## src/rtl/aging_qos_scheduler.sv

```systemverilog
// aging_qos_scheduler
//
// Owns one shared resource port and hands it to one of N requesters at a time.
// The winner is the requester with the highest effective priority, which is its
// QoS plus its age. Ties go to the first requester found scanning upward from a
// round-robin pointer. A grant is held for a whole burst. The burst ends when
// the owner pulses done, when the owner drops its request, or when the beat cap
// is reached. One dead cycle always separates consecutive owners.
//
// Ports:
//   clk         : clock; all state changes on the rising edge
//   rst         : asynchronous active-high reset
//   req[N]      : level request per requester
//   qos[N*QW]   : QoS of requester i at bits [i*QW +: QW]; the larger value wins
//   beat        : the shared resource finished one beat for the current owner
//   done        : single-cycle pulse from the owner ending its burst
//   grant[N]    : one-hot registered grant
//   grant_valid : high while grant is nonzero
//   grant_idx   : index of the granted requester, 0 when there is no grant
//   busy        : high while a burst is in progress
module aging_qos_scheduler #(
    parameter int N         = 8,
    parameter int QW        = 4,
    parameter int AGE_W     = 4,
    parameter int MAX_BURST = 16
) (
    input  logic                 clk,
    input  logic                 rst,
    input  logic [N-1:0]         req,
    input  logic [N*QW-1:0]      qos,
    input  logic                 beat,
    input  logic                 done,
    output logic [N-1:0]         grant,
    output logic                 grant_valid,
    output logic [$clog2(N)-1:0] grant_idx,
    output logic                 busy
);

    localparam int IW = $clog2(N);
    // One extra bit so that qos + age can never wrap.
    localparam int EW = ((QW > AGE_W) ? QW : AGE_W) + 1;
    localparam int CW = (MAX_BURST > 1) ? $clog2(MAX_BURST) : 1;
    localparam logic [CW-1:0] LAST_BEAT = CW'(MAX_BURST - 1);

    typedef enum logic {
        IDLE,
        GRANT
    } state_t;

    state_t            state;
    logic [IW-1:0]     rr_ptr;
    logic [CW-1:0]     beat_cnt;
    logic [AGE_W-1:0]  age [N];

    logic [IW-1:0]     winner;
    logic [EW-1:0]     best_eff;
    logic              found;
    logic              burst_end;

    // Ages stop at the top value instead of wrapping back to zero.
    function automatic logic [AGE_W-1:0] age_sat_inc(input logic [AGE_W-1:0] a);
        return (a == {AGE_W{1'b1}}) ? a : a + 1'b1;
    endfunction

    function automatic logic [EW-1:0] eff_prio(input logic [QW-1:0] q,
                                               input logic [AGE_W-1:0] a);
        return EW'(q) + EW'(a);
    endfunction

    // Arbitration: scan starts at rr_ptr. A candidate replaces the current
    // best only when its priority is strictly greater, so on a tie the first
    // index met after rr_ptr keeps the grant.
    always_comb begin
        found    = 1'b0;
        best_eff = '0;
        winner   = '0;
        for (int k = 0; k < N; k++) begin
            logic [IW-1:0] cand;
            logic [EW-1:0] eff;
            cand = rr_ptr + IW'(k);
            eff  = eff_prio(qos[int'(cand)*QW +: QW], age[cand]);
            if (req[cand] && (!found || (eff > best_eff))) begin
                found    = 1'b1;
                best_eff = eff;
                winner   = cand;
            end
        end
    end

    // Any one of the three end conditions closes the burst. A final beat
    // that coincides with done or a request drop still counts as delivered.
    assign burst_end = done | ~req[grant_idx] | (beat & (beat_cnt == LAST_BEAT));

    always_ff @(posedge clk or posedge rst) begin
        if (rst) begin
            state     <= IDLE;
            grant     <= '0;
            grant_idx <= '0;
            rr_ptr    <= '0;
            beat_cnt  <= '0;
            for (int i = 0; i < N; i++) begin
                age[i] <= '0;
            end
        end else begin
            case (state)
                IDLE: begin
                    // Non-requesters forget their age. The winner restarts
                    // from zero and each losing requester grows one step older.
                    for (int i = 0; i < N; i++) begin
                        if (!req[i] || (IW'(i) == winner)) begin
                            age[i] <= '0;
                        end else begin
                            age[i] <= age_sat_inc(age[i]);
                        end
                    end
                    if (|req) begin
                        state     <= GRANT;
                        grant     <= N'(1) << winner;
                        grant_idx <= winner;
                        rr_ptr    <= winner + 1'b1;
                        beat_cnt  <= '0;
                    end
                end
                GRANT: begin
                    if (burst_end) begin
                        state     <= IDLE;
                        grant     <= '0;
                        grant_idx <= '0;
                    end else if (beat) begin
                        beat_cnt <= beat_cnt + 1'b1;
                    end
                end
                default: begin
                    state     <= IDLE;
                    grant     <= '0;
                    grant_idx <= '0;
                end
            endcase
        end
    end

    assign grant_valid = |grant;
    assign busy        = (state == GRANT);

endmodule

```

## config.mk

```make
export PLATFORM = sky130hd
export DESIGN_NAME = aging_qos_scheduler
export DESIGN_NICKNAME = d
export VERILOG_FILES = /design/src/rtl/aging_qos_scheduler.sv
export SDC_FILE = /design/constraint.sdc
export NUM_CORES = 1
export LEC_CHECK = 0
export ABC_AREA = 1
export BUFFER_PORTS_ARGS = -buffer_cell sky130_fd_sc_hd__buf_2
export CAP_MARGIN = 20
export CORE_MARGIN = 2
export CORE_UTILIZATION = 39
export CTS_BUF_LIST = sky130_fd_sc_hd__clkbuf_8
export DETAILED_ROUTE_END_ITERATION = 10
export MAX_ROUTING_LAYER = met4
export SYNTH_ARGS = -nofsm -noshare
export SYNTH_HDL_FRONTEND = slang
export SYNTH_SLANG_ARGS = --single-unit
```

## constraint.sdc

```tcl
create_clock -name clk -period 11.4 [get_ports clk]
set_input_delay 2.28 -clock clk [delete_from_list [all_inputs] [get_ports clk]]
set_output_delay 2.28 -clock clk [all_outputs]
set_load 0.02 [all_outputs]
```

==> reports/metrics.csv <==
stage;metric;value;unit
outcome;run status;finished, violations left;
outcome;failing checks;setup timing;
clocking;hold_buf cts;0;
synthesis;Yosys cell types;43;
placement;Detailed Place HPWL;20410;um
worst_setup_path;Worst R2R Path Depth;87;
finish;number of fill cells;1742;
routing;antenna violation net count after detailed routing;0;
routing;total number of vias;8834;
job;Max-Cap Viols;0;
clocking;CTS Root Buffer Type;clkbuf_8;
finish;layout cells sized above 1;33.91;%
synthesis;Yosys reg bits;51;
synthesis;share of the synthesized area in the top cell type;19.12;%
clocking;CTS Sinks;51;
worst_setup_path;Slowest cell on crit path;fa_2;
routing;Vias/cell;5.338;
finish;antenna cells;0;
timing;Worst-Margin Slew;931.1;ps
worst_setup_path;FF-to-FF Start;rr_ptr[0];
worst_setup_path;Crit Path Class;in -> reg;
synthesis;mapped cell area;7558;um2
finish;Final Util;56.76;%
timing;Slew HR;37.51;%
synthesis;Post-Synthesis Cells;1202;
timing;Final Max Tran Viols;0;
synthesis;most common cell in the netlist;nand2_1;
routing;detailed-route DRC error count;0;
min_path;Hold Crit Class;reg -> reg;
synthesis;synth warn;0;
die;full die area;20510;um2
die;Std-Cell Rows;50;
grt;initial antenna violation count;0;
die;Core Region;18830;um2
routing;WL final;27510;um
die;DIE WIDTH;143.2;um
synthesis;Synth async-reset ratio;100.0;%
die;die height;143.2;um
clocking;clk_lat worst skew;310;ps
routing;drt pass-1 iters;5;
synthesis;Top FF cell, synth;dfrtp_1;
timing;final worst slack;-1158;ps
timing;Hold Vio Cnt, Final;0;
worst_setup_path;Worst Path Max Fanout;6;
placement;pre-CTS setup slack;-1418;ps
timing;fmax;0.07963;GHz
timing;worst-case clock skew;5.754;ps
finish;fin area;10690;um2
synthesis;Synth top cells by count;nand2_1, o21ai_0, nand3_1, inv_1, ha_1;
die;I/O pin count;57;
grt;total track usage;26.74;%
timing;RSZ-0062 raised after global routing;true;
routing;WL/cell;16.62;um
clocking;CTS Buffer Depth;2;
synthesis;Post-synth EDFFs;0;
finish;Layout area overhead;41.40;%
worst_setup_path;Crit. End Element;flop;
worst_setup_path;Worst Path Arrival;12770;ps
grt;vias in the first global route;8231;
worst_setup_path;r2r setup slk;-230;ps
routing;DRT iter0 DRCs;604;
placement;routability congestion estimate from global placement;0.9763;
placement;Port Buf Inserts;56;
timing;final setup fails;46;
synthesis;Syn Nets;1338;
synthesis;Mapped Avg Cell Area;6.288;um2
die;Starting Density;40.14;%
clocking;clock buffer count from CTS;5;
clocking;clk slew on worst S/H paths;100;ps
worst_setup_path;Reg-to-Reg End;age[18];
worst_setup_path;crit-path max cell delay;400;ps
placement;Placed Area;9057;um2
timing;worst hold slack;527.3;ps
worst_setup_path;CP required;11610;ps
timing;fin crit period;12560;ps
grt;first-pass GRT wire length;42250;um
worst_setup_path;Setup crit end;age[18];
worst_setup_path;Setup crit start;qos[28];
grt;largest net degree at the start of global routing;75;
worst_setup_path;Startpoint Class;primary input;
synthesis;register area share after synthesis;16.88;%
synthesis;top cell type by total area after synthesis;nand2_1;
finish;nets@finish;1530;
clocking;CTS tree;built;
synthesis;synth top area cells;nand2_1, dfrtp_1, ha_1, o21ai_0, nand3_1;
clocking;H-tree levels;2;
timing;fin crit share;110.2;%
worst_setup_path;CP most frequent cell;nand2_2;
grt;total grt overflow;0;
min_path;WHS Path Cells;2;
[metal layers]
metal | global-route usage [%] | wire length, um
met4 | 8.978 | 1089
met5 | - | 0
met2 | 43.64 | 13300
met1 | 35.30 | 12060
met3 | 1.878 | 1064
[cell type report]
type / instances / area (um2) / share of cell area (%)
Multi-Input combinational cell: 994 / 6761 / 63.26
Timing Repair inverter: 1 / 7.507 / 0.07024
Timing Repair Buffer: 232 / 1767 / 16.53
Inverter: 109 / 431.7 / 4.039
Sequential cell: 51 / 1277 / 11.95
Clock inverter: 2 / 35.03 / 0.3278
Clock buffer: 6 / 82.58 / 0.7726
Tap cell: 260 / 325.3 / 3.044
[kinds of logic after synthesis]
kind of cell | synth area share, %
and+or+nand+nor | 32.21
AOI/OAI and AO/OA | 19.63
buffers and inverters | 8.476
adders and majority gates | 16.02
DFF | 16.88
xor gates and xnor gates | 4.387
muxes | 2.384
[state kept, by name (all words and copies together) (netlist names)]
signal	flops
age	32
grant	8
beat_cnt	4
grant_idx	3
rr_ptr	3
busy	1
[metrics by stage]
step           TNS, ps  instances
6_report        -39600       1655
5_1_grt         -72090       1655
4_1_cts         -10610       1634
3_5_place_dp    -51260       1589
3_3_place_gp    -37360       1589
2_1_floorplan    -7271       1202
[worst min path at each step]
| stage | from | to | slack [ps] |
|---|---|---|---|
| global placement | beat_cnt[1] | beat_cnt[1] | 500 |
| floorplan | beat_cnt[1] | beat_cnt[1] | 480 |
| global route | grant[3] | grant[3] | 580 |
| finish | grant[4] | grant[4] | 530 |
| detailed placement | grant[2] | grant[2] | 500 |
| CTS | grant[4] | grant[4] | 530 |
[repair_timing]
item / in CTS / in global routing
hold endpoints to repair: 0 / 0
gates cloned: 4 / 0
endpoints found under the setup margin: 46 / 46
setup buffers: 36 / 23
resized for setup: 135 / 123
pin swaps: 34 / 88
[cells in the final DEF (no fill, tap or decap), drive strengths merged, types with 6 or more instances in the layout]
cell type,synthesis,final
xor2,34,34
nand4,11,11
ha,84,84
a21oi,39,39
o22ai,7,7
buf,19,232
nor2,44,44
nor3,6,6
mux2i,18,18
nand2,395,398
a31oi,7,7
nand3,112,112
fa,8,8
clkbuf,32,6
o21ai,199,199
inv,107,107
dfrtp,51,51
[critical path: cells and delay by family]
| family | cells | cell delay, ps |
|---|---|---|
| adder cells (fa/ha/maj) | 11 | 2950 |
| AO/OA/AOI/OAI | 25 | 2790 |
| AND/OR/NAND/NOR | 37 | 3280 |
| buffers and inverters | 14 | 1390 |
Power is left out: the tool's default activity adds up to more than one toggle a clock period on the data nets, which glitch-free logic cannot reach.
